==> src/rtl/rank_insert_arbiter.sv <==
// Round-robin insert arbiter in front of a rank pipe.
// Each port owns a one-entry holding register; the winner feeds a registered output stage.
module rank_insert_arbiter #(
    parameter int NUM_PORTS         = 4,
    parameter int META_WIDTH        = 16,
    parameter int RANK_CODE_BITS    = 2,
    parameter int FLOW_ID_WIDTH     = 16,
    parameter int FLOW_WEIGHT_WIDTH = 8,
    parameter int NUM_RANK_OPS      = 2,
    parameter int COUNT_WIDTH       = 32
) (
    input  logic                                   clk,
    input  logic                                   rst,
    input  logic [NUM_PORTS-1:0]                   in_valid,
    output logic [NUM_PORTS-1:0]                   in_ready,
    input  logic [NUM_PORTS*META_WIDTH-1:0]        in_meta,
    input  logic [NUM_PORTS*RANK_CODE_BITS-1:0]    in_rank_op,
    input  logic [NUM_PORTS*FLOW_ID_WIDTH-1:0]     in_flowID,
    input  logic [NUM_PORTS*FLOW_WEIGHT_WIDTH-1:0] in_flow_weight,
    input  logic                                   busy,
    output logic                                   insert,
    output logic [META_WIDTH-1:0]                  meta_out,
    output logic [RANK_CODE_BITS-1:0]              rank_op_out,
    output logic [FLOW_ID_WIDTH-1:0]               flowID_out,
    output logic [FLOW_WEIGHT_WIDTH-1:0]           flow_weight_out,
    output logic [$clog2(NUM_PORTS)-1:0]           src_port_out,
    output logic [COUNT_WIDTH-1:0]                 insert_count
);

    localparam int PW = $clog2(NUM_PORTS);
    localparam logic [PW:0] NP = (PW+1)'(NUM_PORTS);
    localparam logic [RANK_CODE_BITS:0] OPS_LIM = (RANK_CODE_BITS+1)'(NUM_RANK_OPS);

    logic [NUM_PORTS-1:0]         hold_valid_q;
    logic [META_WIDTH-1:0]        hold_meta_q [NUM_PORTS];
    logic [RANK_CODE_BITS-1:0]    hold_op_q   [NUM_PORTS];
    logic [FLOW_ID_WIDTH-1:0]     hold_fid_q  [NUM_PORTS];
    logic [FLOW_WEIGHT_WIDTH-1:0] hold_wt_q   [NUM_PORTS];
    logic [RANK_CODE_BITS-1:0]    op_clean    [NUM_PORTS];

    logic                         insert_q;
    logic [META_WIDTH-1:0]        meta_q;
    logic [RANK_CODE_BITS-1:0]    op_q;
    logic [FLOW_ID_WIDTH-1:0]     fid_q;
    logic [FLOW_WEIGHT_WIDTH-1:0] wt_q;
    logic [PW-1:0]                src_q;
    logic [PW-1:0]                rr_q, rr_d;
    logic [COUNT_WIDTH-1:0]       count_q;

    logic                 free, found;
    logic [PW-1:0]        gidx;
    logic [PW:0]          cand, nxt;
    logic [NUM_PORTS-1:0] grant, accept;

    assign free = ~insert_q | ~busy;

    // First holding register set at or above rr_q, wrapping past the top port
    always_comb begin
        grant = '0;
        gidx  = '0;
        found = 1'b0;
        cand  = '0;
        for (int i = 0; i < NUM_PORTS; i++) begin
            cand = {1'b0, rr_q} + (PW+1)'(i);
            if (cand >= NP) cand = cand - NP;
            if (free && !found && hold_valid_q[cand[PW-1:0]]) begin
                found = 1'b1;
                gidx  = cand[PW-1:0];
                grant[cand[PW-1:0]] = 1'b1;
            end
        end
    end

    always_comb begin
        nxt  = {1'b0, gidx} + (PW+1)'(1);
        rr_d = (nxt == NP) ? '0 : nxt[PW-1:0];
    end

    always_comb begin
        for (int p = 0; p < NUM_PORTS; p++) begin
            op_clean[p] = in_rank_op[p*RANK_CODE_BITS +: RANK_CODE_BITS];
            if ({1'b0, op_clean[p]} >= OPS_LIM) op_clean[p] = '0;
        end
    end

    assign in_ready = rst ? (~hold_valid_q | grant) : '0;
    assign accept   = in_valid & in_ready;

    always_ff @(posedge clk or negedge rst) begin
        if (!rst) begin
            hold_valid_q <= '0;
            for (int p = 0; p < NUM_PORTS; p++) begin
                hold_meta_q[p] <= '0;
                hold_op_q[p]   <= '0;
                hold_fid_q[p]  <= '0;
                hold_wt_q[p]   <= '0;
            end
        end else begin
            for (int p = 0; p < NUM_PORTS; p++) begin
                if (grant[p]) hold_valid_q[p] <= 1'b0;
                if (accept[p]) begin
                    hold_valid_q[p] <= 1'b1;
                    hold_meta_q[p]  <= in_meta[p*META_WIDTH +: META_WIDTH];
                    hold_op_q[p]    <= op_clean[p];
                    hold_fid_q[p]   <= in_flowID[p*FLOW_ID_WIDTH +: FLOW_ID_WIDTH];
                    hold_wt_q[p]    <= in_flow_weight[p*FLOW_WEIGHT_WIDTH +: FLOW_WEIGHT_WIDTH];
                end
            end
        end
    end

    always_ff @(posedge clk or negedge rst) begin
        if (!rst) begin
            insert_q <= 1'b0;
            meta_q   <= '0;
            op_q     <= '0;
            fid_q    <= '0;
            wt_q     <= '0;
            src_q    <= '0;
            rr_q     <= '0;
            count_q  <= '0;
        end else begin
            if (found) begin
                insert_q <= 1'b1;
                meta_q   <= hold_meta_q[gidx];
                op_q     <= hold_op_q[gidx];
                fid_q    <= hold_fid_q[gidx];
                wt_q     <= hold_wt_q[gidx];
                src_q    <= gidx;
                rr_q     <= rr_d;
            end else if (free) begin
                insert_q <= 1'b0;
            end
            if (insert_q && !busy) count_q <= count_q + COUNT_WIDTH'(1);
        end
    end

    assign insert          = insert_q;
    assign meta_out        = meta_q;
    assign rank_op_out     = op_q;
    assign flowID_out      = fid_q;
    assign flow_weight_out = wt_q;
    assign src_port_out    = src_q;
    assign insert_count    = count_q;

endmodule

==> config.mk <==
export PLATFORM = sky130hd
export DESIGN_NAME = rank_insert_arbiter
export DESIGN_NICKNAME = d
export VERILOG_FILES = /design/src/rtl/rank_insert_arbiter.sv
export SDC_FILE = /design/constraint.sdc
export NUM_CORES = 1
export LEC_CHECK = 0
export ABC_AREA = 0
export ABC_CLOCK_PERIOD_IN_PS = 4000
export CAP_MARGIN = 0
export CORE_UTILIZATION = 35
export CTS_BUF_LIST = sky130_fd_sc_hd__clkbuf_2
export CTS_CLUSTER_DIAMETER = 150
export CTS_CLUSTER_SIZE = 20
export DETAILED_ROUTE_END_ITERATION = 6
export PLACE_DENSITY = 0.69
export SLEW_MARGIN = 40
export SYNTH_ARGS = -nofsm -noshare
export SYNTH_HDL_FRONTEND = slang
export SYNTH_SLANG_ARGS = --single-unit
==> constraint.sdc <==
create_clock -name clk -period 4 [get_ports clk]
set_clock_uncertainty 0.1 [all_clocks]
set_input_delay 1 -clock clk [delete_from_list [all_inputs] [get_ports clk]]
set_output_delay 1 -clock clk [all_outputs]
set_load 0.05 [all_outputs]
# Yosys cells after proc, flatten, opt, wreduce, memory -nomap -nowiden
# Cells that the tools add are included.
# totals
elab_cells	146
register_bits	251
out_inout_bits	81
inputBits	175
# classes
add_sub_neg	9
order_cmp	17
reduce_logical	21
n_mux	60
bitwise_logic	10
n_eq_ne	1
# op_table
cell	count
binary-select mux 16 bit (select 2 bit)	2
two-way mux 16 bit	4
adder 32 x 1 -> 32 bit, second input constant	1
two-way mux 2 bit	15
two-way mux 1 bit	22
two-way mux 4 bit	5
binary-select mux 8 bit (select 2 bit)	1
two-way mux 8 bit	2
OR 4 bit	4
>= comparator 3 bit, second input constant	4
logical AND 1 bit	12
< comparator 2 x 3 -> 1 bit, second input constant	4
nonzero test 2 bit	5
binary-select mux 1 bit (select 2 bit)	4
demux 1 bit (select 2 bit)	4
>= comparator 2 x 1 -> 1 bit, second input constant	4
>= comparator 2 bit, second input constant	4
subtractor 2 x 1 -> 2 bit, second input constant	4
adder 2 x 1 -> 3 bit, second input constant	2
adder 2 x 2 -> 3 bit, second input constant	2
bitwise AND 4 bit	1
binary-select mux 2 bit (select 2 bit)	1
logical NOT 1 bit	4
inverter 4 bit	1
other kinds (5)	6

# Logic depth before layout (Yosys ltp)
# Gate-level depths: netlist of the first run.
# logic_depth
word_depth	22
ltp_mapped	12
ltp_nobuf	8

# Worst setup path after synthesis of the first run
# Ideal clock, no wire load.
# synth_timing
path_type	reg-to-output
from	register rr_q[0]
to	output port in_ready[3]
setup_slack_ns	0.220
required_time_ns	2.900
path_stages_with_launch	9
arrival_ns	2.680
path_buffers	1
path_cell_list	dfrtp_1 > buf_4 > inv_1 > ha_1 > mux4_2 > nand2b_1 > o41ai_1 > a221o_1 > and2_1
# synth_via
elab_chain_cells	20
elab_cells_between_ends	65
cone_classes	7 x add/sub; 12 x order compare; 28 x mux; 4 x bitwise; 14 x reduce/logical
# synth_rtl
element	line	text
start, declared	47	logic [PW-1:0] rr_q, rr_d;
start signal, assigned	130	rr_q <= rr_d;
parallel branches: the longest is 17 deep, another holds adder 2 x 1 -> 3 bit	-	
two-way mux 4 bit (*)	66	if (free && !found && hold_valid_q[cand[PW-1:0]]) begin
OR 4 bit (*)	86	assign in_ready = rst ? (~hold_valid_q | grant) : '0;
two-way mux 4 bit (*)	86	
end, declared	15	output logic [NUM_PORTS-1:0] in_ready,
# Every way passes the cells marked *. The select of a mux whose other input is x is not followed.

# Worst setup path in the final report of the first run
# Ends and elaborated chain as after synthesis.

==> key figures, run 1 <==
Timing
  • Normalized max-slew margin: 55.25%
  • Setup ws final: -306.9 ps
  • Crit share post-route: 107.7%
  • Final Critical Period: 4307 ps
  • Hold slack: 398.4 ps
  • Total negative slack: -1210 ps
  • Final Hold Fails: 0
  • Final setup fails: 4
  • Max Slew Vio Count: 0
  • RSZ-0062 raised after global routing: yes
  • Least-Margin Pin Slew: 671.3 ps
  • Achievable frequency: 232.2 MHz

Place
  • PortBufs: 255
  • Pre-CTS setup slack: 156.0 ps
  • Placer Congestion: 0.8528
  • HPWL Detailed: 20410 um

Final layout
  • Storage element area: 6282 um^2
  • Fillers: 3210
  • Area Growth Syn to Fin: 25.58%
  • Final core utilization: 45.09%
  • Nets: 1343
  • Layout cells sized above 1: 20.88%
  • Most frequent cells in the layout: dfrtp_1 (250), clkdlybuf4s50_1 (250), mux2_4 (156)
  • Area of the multi-input gates: 5737 um^2

GRT
  • Gr usage total: 16.86%
  • Largest net degree at the start of global routing: 138
  • First-pass GRT wire length: 48500 um
  • Number of global-route vias before repair: 8517
  • Initial antenna violation count: 1
  • Global route overflow: 0

Synthesis
  • Synth Area per Inst: 13.69 um^2
  • Mux cell area share after synthesis: 26.74%
  • Post-Synth Simple-Gate Area: 10.82%
  • Synth warn: 0
  • Xor/xnor share of the synthesized area: 2.238%
  • Largest family of logic cells by synthesized area: multiplexers
  • Adder-cell area share of the yosys netlist: 0.8991%
  • Syn_nets: 1099
  • Post-synthesis sequential area ratio: 50.15%
  • Gate Count Post-Synth: 915
  • Complex-gate fraction of the synthesized area: 4.216%
  • Post-synth cell types: 47
  • Yosys reg bits: 251
  • Synthesized area: 12520 um^2

Drt
  • DRC errors left: 0
  • Detailed Route WL: 31170 um
  • Via density: 5.002
  • Drt first pass iters: 4
  • Vias: 8078
  • Routed Antenna Nets: 0
  • Drt wl/cell: 19.30 um
  • Initial DRC Count: 408

Die
  • Starting density of the core: 35.90%
  • Die area: 36540 um^2
  • Cell row count: 68
  • Core ar.: 34880 um^2
  • Vert. Die Dim: 191.2 um
  • Die span in x: 191.2 um
  • Ports: 256

Flow run
  • Total of max-cap violations: 0

Clock tree
  • Clock root buffer: clkbuf_2
  • Clock Sinks: 251
  • Skew-Pair Late Insertion Delay: 890 ps
  • Htree depth: 1
  • CTS tree: done
  • Clk buf depth: 3
  • Reg clk slew, reported paths: 390 ps
  • Num CTS Buffers: 16

Critical path
  • Worst EP required: 2900 ps
  • Worst R2R Setup Slack: 630 ps
  • Critical path's slowest cell: mux4_2
  • CP Launch Type: flip-flop
  • Critical-path cell list: inv_4, ha_4, mux4_2, nor2b_4, a22o_1, a221o_1, and2_4, buf_12
  • Critical path fanouts, max: 5
  • WP data arrival: 3210 ps
  • Slowest cell delay on critical path: 510 ps
  • CP Capture Type: output pin
  • WS Path Type: flip-flop to output pin

Worst hold path
  • Hold/Removal Path Class: flip-flop to flip-flop

Status
  • Status: finished with violations
  • Failing checks: setup timing

Power and ir drop
  • Pwr Density: 737.0 nW/um^2
  • Design Power: 11.59 mW
  • VDD IR max: 0.6134 mV
  • LEAKAGE: 6.600 nW
worst paths after layout:
| check | from | end | cells after the start |
|---|---|---|---|
| max | rr_q[0] | in_ready[3] | 8 |
| min | insert_count[31] | insert_count[31] | 1 |
| max reg2reg | rr_q[0] | hold_meta_q[51] | 10 |
| min reg2reg | insert_count[31] | insert_count[31] | 1 |
| max in group asynchronous | rst | hold_meta_q[0] | 4 |
| min in group asynchronous | rst | insert_count[7] | 2 |
stage by stage:
step | instances | area, um^2
floorplan | 915 | 12520
global placement | 1585 | 15440
detailed placement | 1585 | 15450
CTS | 1612 | 15690
global route | 1615 | 15730
finish | 1615 | 15730
synthesized netlist by cell type, drive strengths merged:
| master | instances | area, um^2 |
|---|---|---|
| or2 | 1 | 6.260 |
| nand2b | 2 | 12.51 |
| nand2 | 65 | 244.0 |
| and3 | 5 | 31.28 |
| a21o | 2 | 15.01 |
| nor4 | 3 | 18.77 |
| o21ai | 2 | 10.00 |
| nor3 | 3 | 15.01 |
| or3b | 1 | 8.760 |
| ha | 9 | 112.6 |
| a221o | 4 | 40.04 |
| mux2 | 165 | 2444 |
| or3 | 1 | 6.260 |
| o21a | 1 | 7.510 |
| a21oi | 3 | 15.01 |
| o31a | 1 | 8.760 |
| nand3b | 2 | 15.01 |
| o211ai | 42 | 315.3 |
| buf | 36 | 475.5 |
| mux2i | 86 | 860.8 |
| a221oi | 2 | 17.52 |
| mux4 | 2 | 45.04 |
| and2 | 6 | 37.54 |
| nor2b | 16 | 137.6 |
| nor2 | 15 | 56.30 |
| a211oi | 2 | 15.01 |
| nand3 | 13 | 65.06 |
| nand4 | 7 | 43.79 |
| o22ai | 1 | 6.260 |
| and4 | 3 | 26.28 |
| a21boi | 1 | 7.510 |
| nor3b | 84 | 630.6 |
| xor2 | 11 | 96.34 |
| inv | 10 | 37.54 |
| o41ai | 4 | 35.03 |
| clkbuf | 28 | 105.1 |
| xnor2 | 21 | 183.9 |
| dfrtp | 251 | 6281 |
| a22o | 4 | 35.03 |
timing repair:
| action | CTS | global route |
|---|---|---|
| pin swaps | 6 | 5 |
| endpoints found under the setup margin | 4 | 4 |
| buffers inserted | 8 | 1 |
| gates resized for setup | 18 | 1 |
| endpoints found under the hold margin | 41 | 0 |
| hold buffers | 1 | 0 |
power by group:
part / internal [mW] / switching (mW)
logic: 3.21 / 3.12
clock network: 0.118 / 0.789
registers: 3.65 / 0.699
routing by layer:
layer | global-route usage [%] | part of all wire, % | vias up
li1 | - | - | 3724
met4 | 3.266 | 1.7 | 0
met3 | 3.598 | 5.8 | 32
met1 | 23.17 | 46 | 4113
met2 | 27.34 | 46 | 209
met5 | 0 | 0 | -
cells by family after synthesis:
logic type,after synthesis
mux,253
flops,251
simple gates,227
buf+inv,74
compound gates,69
xor+xnor,32
fa+ha+maj,9
state kept, by name, summed over array words and instances (netlist names), 2 cells and up:
| signal | flops |
|---|---|
| hold_valid_q | 4 |
| hold_fid_q | 64 |
| hold_op_q | 8 |
| insert_count | 32 |
| hold_wt_q | 32 |
| meta_out | 16 |
| hold_meta_q | 64 |
| flowID_out | 16 |
| rr_q | 2 |
| rank_op_out | 2 |
| flow_weight_out | 8 |
| src_port_out | 2 |
worst max-delay path, delay by kind of cell, from the launching register on:
family	cells	cell delay (ps)
AND/OR/NAND/NOR	2	350
adder cells (fa/ha/maj)	1	270
flip-flops	1	480
multiplexers	1	510
buffers and inverters	2	190
AO/OA/AOI/OAI	2	520
final cells by class:
cell class	count	share of cell area, %
Antenna cell	1	0.01591
Clock buffer	17	0.5409
Sequential cell	251	39.94
Multi-Input combinational cell	590	36.47
Clock inverter	1	0.07159
Timing Repair Buffer	290	19.07
Tap cell	455	3.619
Inverter	10	0.2705
(Power assumes the default switching activity.)
==> inputs of run 2 (changes only) <==
CORE_MARGIN = 5   (was not set)
==> key figures, run 2 (same netlist as run 1, synthesis figures left out) <==
Critical path
  • WS Path Type: flip-flop to output pin
  • Crit. Startpoint: rr_q[0]
  • WP data arrival: 3170 ps
  • Slowest cell delay on critical path: 510 ps
  • Setup crit end: in_ready[0]
  • Critical path's slowest cell: mux4_2
  • Worst EP required: 2900 ps
  • Worst R2R Setup Slack: 900 ps
  • Critical-path cell list: inv_4, ha_4, mux4_2, nor2b_4, a22o_1, a221o_1, and2_4, buf_12
  • CP Launch Type: flip-flop
  • Critical path fanouts, max: 6
  • Reg2reg start: rr_q[0]
  • Critical path depth: 8
  • CP Buf/Inv Count: 2
  • CP Capture Type: output pin
  • FF-to-FF path depth: 10
  • Crit Reg-Reg Endpoint: hold_meta_q[46]
  • Top delay family on crit path: compound AO/OA/AOI/OAI gates

Drt
  • Drt first pass iters: 4
  • Routed Antenna Nets: 0
  • Initial DRC Count: 289
  • Via density: 4.949
  • Vias: 7993
  • DRC errors left: 0
  • Detailed Route WL: 31490 um
  • Drt wl/cell: 19.50 um

Die
  • Cell row count: 69
  • Die area: 39670 um^2
  • Vert. Die Dim: 199.2 um
  • Die span in x: 199.2 um
  • Starting density of the core: 35.30%
  • Ports: 256
  • Core ar.: 35480 um^2

Worst hold path
  • Hold/Removal Path Class: primary input to asynchronous set/reset pin

GRT
  • Number of global-route vias before repair: 8551
  • Gr usage total: 15.41%
  • Global route overflow: 0
  • First-pass GRT wire length: 48960 um
  • Largest net degree at the start of global routing: 138
  • Initial antenna violation count: 3

Clock tree
  • Skew-Pair Late Insertion Delay: 860 ps
  • Htree depth: 1
  • Num CTS Buffers: 16
  • CTS tree: done
  • Clk buf depth: 3
  • Clock Sinks: 251
  • Clock root buffer: clkbuf_2
  • Reg clk slew, reported paths: 370 ps

Timing
  • Final Critical Period: 4272 ps
  • RSZ-0062 raised after global routing: yes
  • Achievable frequency: 234.1 MHz
  • Normalized max-slew margin: 56.29%
  • Total negative slack: -1050 ps
  • Least-Margin Pin Slew: 655.7 ps
  • Final Hold Fails: 0
  • Crit share post-route: 106.8%
  • Setup ws final: -272.4 ps
  • Max Slew Vio Count: 0
  • Final setup fails: 4

Status
  • Status: finished with violations
  • Failing checks: setup timing

Final layout
  • Leading cell type in the layout, fill and taps excluded: dfrtp_1
  • Most frequent cells in the layout: dfrtp_1 (251), clkdlybuf4s50_1 (250), mux2_4 (156)
  • Area Growth Syn to Fin: 25.32%
  • Nets: 1336
  • Layout cells sized above 1: 20.31%
  • Top Registers: hold_fid_q (64), hold_meta_q (64)

Place
  • PortBufs: 255
  • Placer Congestion: 0.7841
  • HPWL Detailed: 21030 um

Power and ir drop
  • Design Power: 11.47 mW
  • LEAKAGE: 6.569 nW
  • VDD IR max: 0.4827 mV
  • Pwr Density: 731.0 nW/um^2

Flow run
  • Total of max-cap violations: 0
run 2: changes by cell type in the layout (fill, tap and decap cells not counted):
| cell | before | now |
|---|---|---|
| dfrtp_2 | 1 | 0 |
| dfrtp_1 | 250 | 251 |
| inv_4 | 2 | 1 |
| buf_12 | 13 | 14 |
| inv_2 | 0 | 1 |
| diode_2 | 1 | 2 |
| buf_4 | 23 | 15 |
run 2: stage by stage:
step / instance area [um^2] / cells / util (%) / hold WS [ps] / worst slack [ps]
after global routing: 15690 / 1614 / 44.23 / 256.1 / -472.4
after CTS: 15660 / 1612 / 44.13 / 221.3 / -397.9
final: 15700 / 1615 / 44.23 / 373.5 / -272.4
after detailed placement: 15450 / 1589 / 43.55 / 361.2 / 198.6
after global placement: 15450 / 1589 / 43.53 / 362.1 / 227.7
after floorplan: 12520 / 915 / - / 349.2 / 220.2
run 2: area by class of cell:
class	count	area [um^2]
repair buffers	283	2959
multi-input cells	590	5737
flip-flops and latches	251	6281
clock inverters	1	11.26
inverters	10	40.04
clock buffers	17	85.08
diodes	2	5.005
well taps	461	576.8
fillers	3234	19790
run 2: timing repair:
item	CTS	global route
hold buffers	1	0
gates resized for setup	16	1
buffers inserted	4	0
endpoints found under the setup margin	4	4
pin swaps	2	2
hold endpoints to repair	10	0
run 2: per-layer routing:
layer	share of wire, %	track usage, %
met4	2.0	3.141
met1	45	20.98
met3	6.7	3.473
met2	47	25.45
met5	0.086	0
run 2: worst min-delay path by stage:
| stage | endpoint | slack (ps) | cells past startpoint |
|---|---|---|---|
| final | hold_valid_q[0] | 370 | 2 |
| after global routing | hold_wt_q[25] | 260 | 2 |
| after CTS | hold_valid_q[0] | 220 | 2 |
| after detailed placement | insert_count[31] | 360 | 1 |
| after global placement | insert_count[31] | 360 | 1 |
| after floorplan | hold_wt_q[16] | 350 | 1 |
run 2: power by group:
| group | internal [mW] | total (mW) | switching [mW] |
|---|---|---|---|
| registers | 3.65 | 4.33 | 0.681 |
| clock network | 0.118 | 0.907 | 0.789 |
| logic | 3.15 | 6.23 | 3.08 |
| total | 6.92 | 11.5 | 4.55 |
==> inputs of run 3 (changes only) <==
CTS_CLUSTER_SIZE = not set   (was 20)
==> key figures, run 3 (same netlist as run 1, synthesis figures left out) <==
Status
  • Status: finished with violations
  • Failing checks: setup timing

Critical path
  • Worst R2R Setup Slack: 940 ps
  • Critical-path cell list: inv_4, ha_4, mux4_2, nor2b_4, a22o_1, a221o_1, and2_4, buf_12
  • WP data arrival: 3120 ps
  • CP Capture Type: output pin
  • Critical path's slowest cell: mux4_2
  • Critical path depth: 8
  • Slowest cell delay on critical path: 510 ps
  • CP Buf/Inv Count: 2
  • Critical path fanouts, max: 6
  • Top delay family on crit path: compound AO/OA/AOI/OAI gates
  • FF-to-FF path depth: 10
  • WS Path Type: flip-flop to output pin
  • CP Launch Type: flip-flop
  • Worst EP required: 2900 ps

Final layout
  • Most frequent cells in the layout: dfrtp_1 (251), clkdlybuf4s50_1 (250), mux2_4 (156)
  • Area Growth Syn to Fin: 29.78%
  • Top Registers: hold_fid_q (64), hold_meta_q (64)
  • Design area: 16250 um^2
  • Layout cells sized above 1: 25.40%
  • Nets: 1391
  • Fillers: 3230
  • Leading cell type in the layout, fill and taps excluded: dfrtp_1
  • Fin cells: 1713

Drt
  • DRC errors left: 0
  • Vias: 8385
  • Via density: 4.895
  • Drt wl/cell: 18.99 um
  • Initial DRC Count: 255
  • Routed Antenna Nets: 0
  • Detailed Route WL: 32530 um
  • Drt first pass iters: 4

Clock tree
  • Clk buf depth: 3
  • Num CTS Buffers: 71
  • Clock root buffer: clkbuf_2
  • Skew-Pair Late Insertion Delay: 880 ps
  • CTS tree: done
  • Reg clk slew, reported paths: 100 ps
  • Htree depth: 3
  • Clock Sinks: 251

Power and ir drop
  • LEAKAGE: 6.972 nW
  • Comb pwr share: 49.6%
  • Switch share: 38.71%
  • Pwr Density: 773.0 nW/um^2
  • Reg power frac: 34.6%
  • P_int: 7.701 mW
  • Clk network pwr share: 15.7%
  • P_sw: 4.863 mW
  • VDD IR max: 0.5077 mV

Flow run
  • Total of max-cap violations: 0

Timing
  • Final Critical Period: 4220 ps
  • Final setup fails: 4
  • Achievable frequency: 237.0 MHz
  • Normalized max-slew margin: 56.27%
  • Hold slack: 369.6 ps
  • Final Hold Fails: 0
  • Least-Margin Pin Slew: 655.9 ps
  • Max Slew Vio Count: 0
  • Crit share post-route: 105.5%
  • Setup ws final: -220.3 ps
  • RSZ-0062 raised after global routing: yes

Die
  • Starting density of the core: 35.30%
  • Die span in x: 199.2 um
  • Vert. Die Dim: 199.2 um
  • Ports: 256
  • Die area: 39670 um^2
  • Core ar.: 35480 um^2
  • Cell row count: 69

GRT
  • Largest net degree at the start of global routing: 138
  • Initial antenna violation count: 3
  • Number of global-route vias before repair: 9120
  • First-pass GRT wire length: 50890 um
  • Global route overflow: 0
  • Gr usage total: 16.35%

Place
  • Placed Cells: 1589
  • Placer Congestion: 0.7841
  • HPWL Detailed: 21030 um
  • PortBufs: 255
  • Placed inst area: 15450 um^2

Worst hold path
  • Hold/Removal Path Class: flip-flop to flip-flop
  • Worst hold stages: 1
[run 3: cell types whose count changed in the layout (fill, tap and decap cells not counted), sizes merged]
| cell | before | now |
|---|---|---|
| clkbuf | 17 | 93 |
| clkinv | 0 | 14 |
| diode | 2 | 4 |
| inv | 11 | 13 |
| bufinv | 0 | 4 |
[run 3: per-stage QoR]
step                setup WS (ps)  utilization, %  TNS (ps)  total power, mW
floorplan                   220.2               -         0            8.878
global placement            227.7           43.53         0            10.42
detailed placement          198.6           43.55         0            10.55
CTS                        -363.1           45.69     -1440            12.75
global route               -468.3           45.80     -1818            13.40
finish                     -220.3           45.81    -849.3            12.56
[run 3: repair_timing]
item                       CTS  global route
setup endpoints to repair    4             4
hold buffers                 1             0
pin swaps                    2             2
hold endpoints to repair    10             0
setup buffers                4             0
gates resized for setup     16             1
[run 3: per-layer routing]
metal	routed length, um	part of all wire (%)	GRT usage, %	vias to the layer above
met1	14350	44	21.27	4172
met5	13	0.040	0	-
li1	-	-	-	3892
met3	2470	7.6	5.598	55
met2	15120	46	25.60	264
met4	569	1.7	5.598	2
[run 3: area by class of cell]
cell class / instances / area, um^2 / share of cell area (%)
flip-flops and latches: 251 / 6281 / 38.64
multi-input cells: 590 / 5737 / 35.29
repair buffers: 283 / 2959 / 18.20
well taps: 461 / 576.8 / 3.549
clock buffers: 93 / 465.4 / 2.864
clock inverters: 21 / 185.2 / 1.139
inverters: 10 / 40.04 / 0.2463
diodes: 4 / 10.01 / 0.06158
[run 3: worst paths after layout]
check                                  from                to
min in group asynchronous               rst   hold_valid_q[0]
setup reg to reg                    rr_q[0]   hold_meta_q[34]
setup / recovery                    rr_q[0]       in_ready[0]
hold reg to reg            insert_count[31]  insert_count[31]
max in group asynchronous               rst    hold_fid_q[43]
hold / removal             insert_count[31]  insert_count[31]
[run 3: power by group through the flow]
stage / Sequential, mW / Clock (mW) / Combinational, mW
floorplan: 4.98 / 0 / 3.89
detailed placement: 4.37 / 0 / 6.18
global route: 4.51 / 2.24 / 6.65
CTS: 4.36 / 2.09 / 6.30
finish: 4.35 / 1.98 / 6.23
global placement: 4.35 / 0 / 6.07
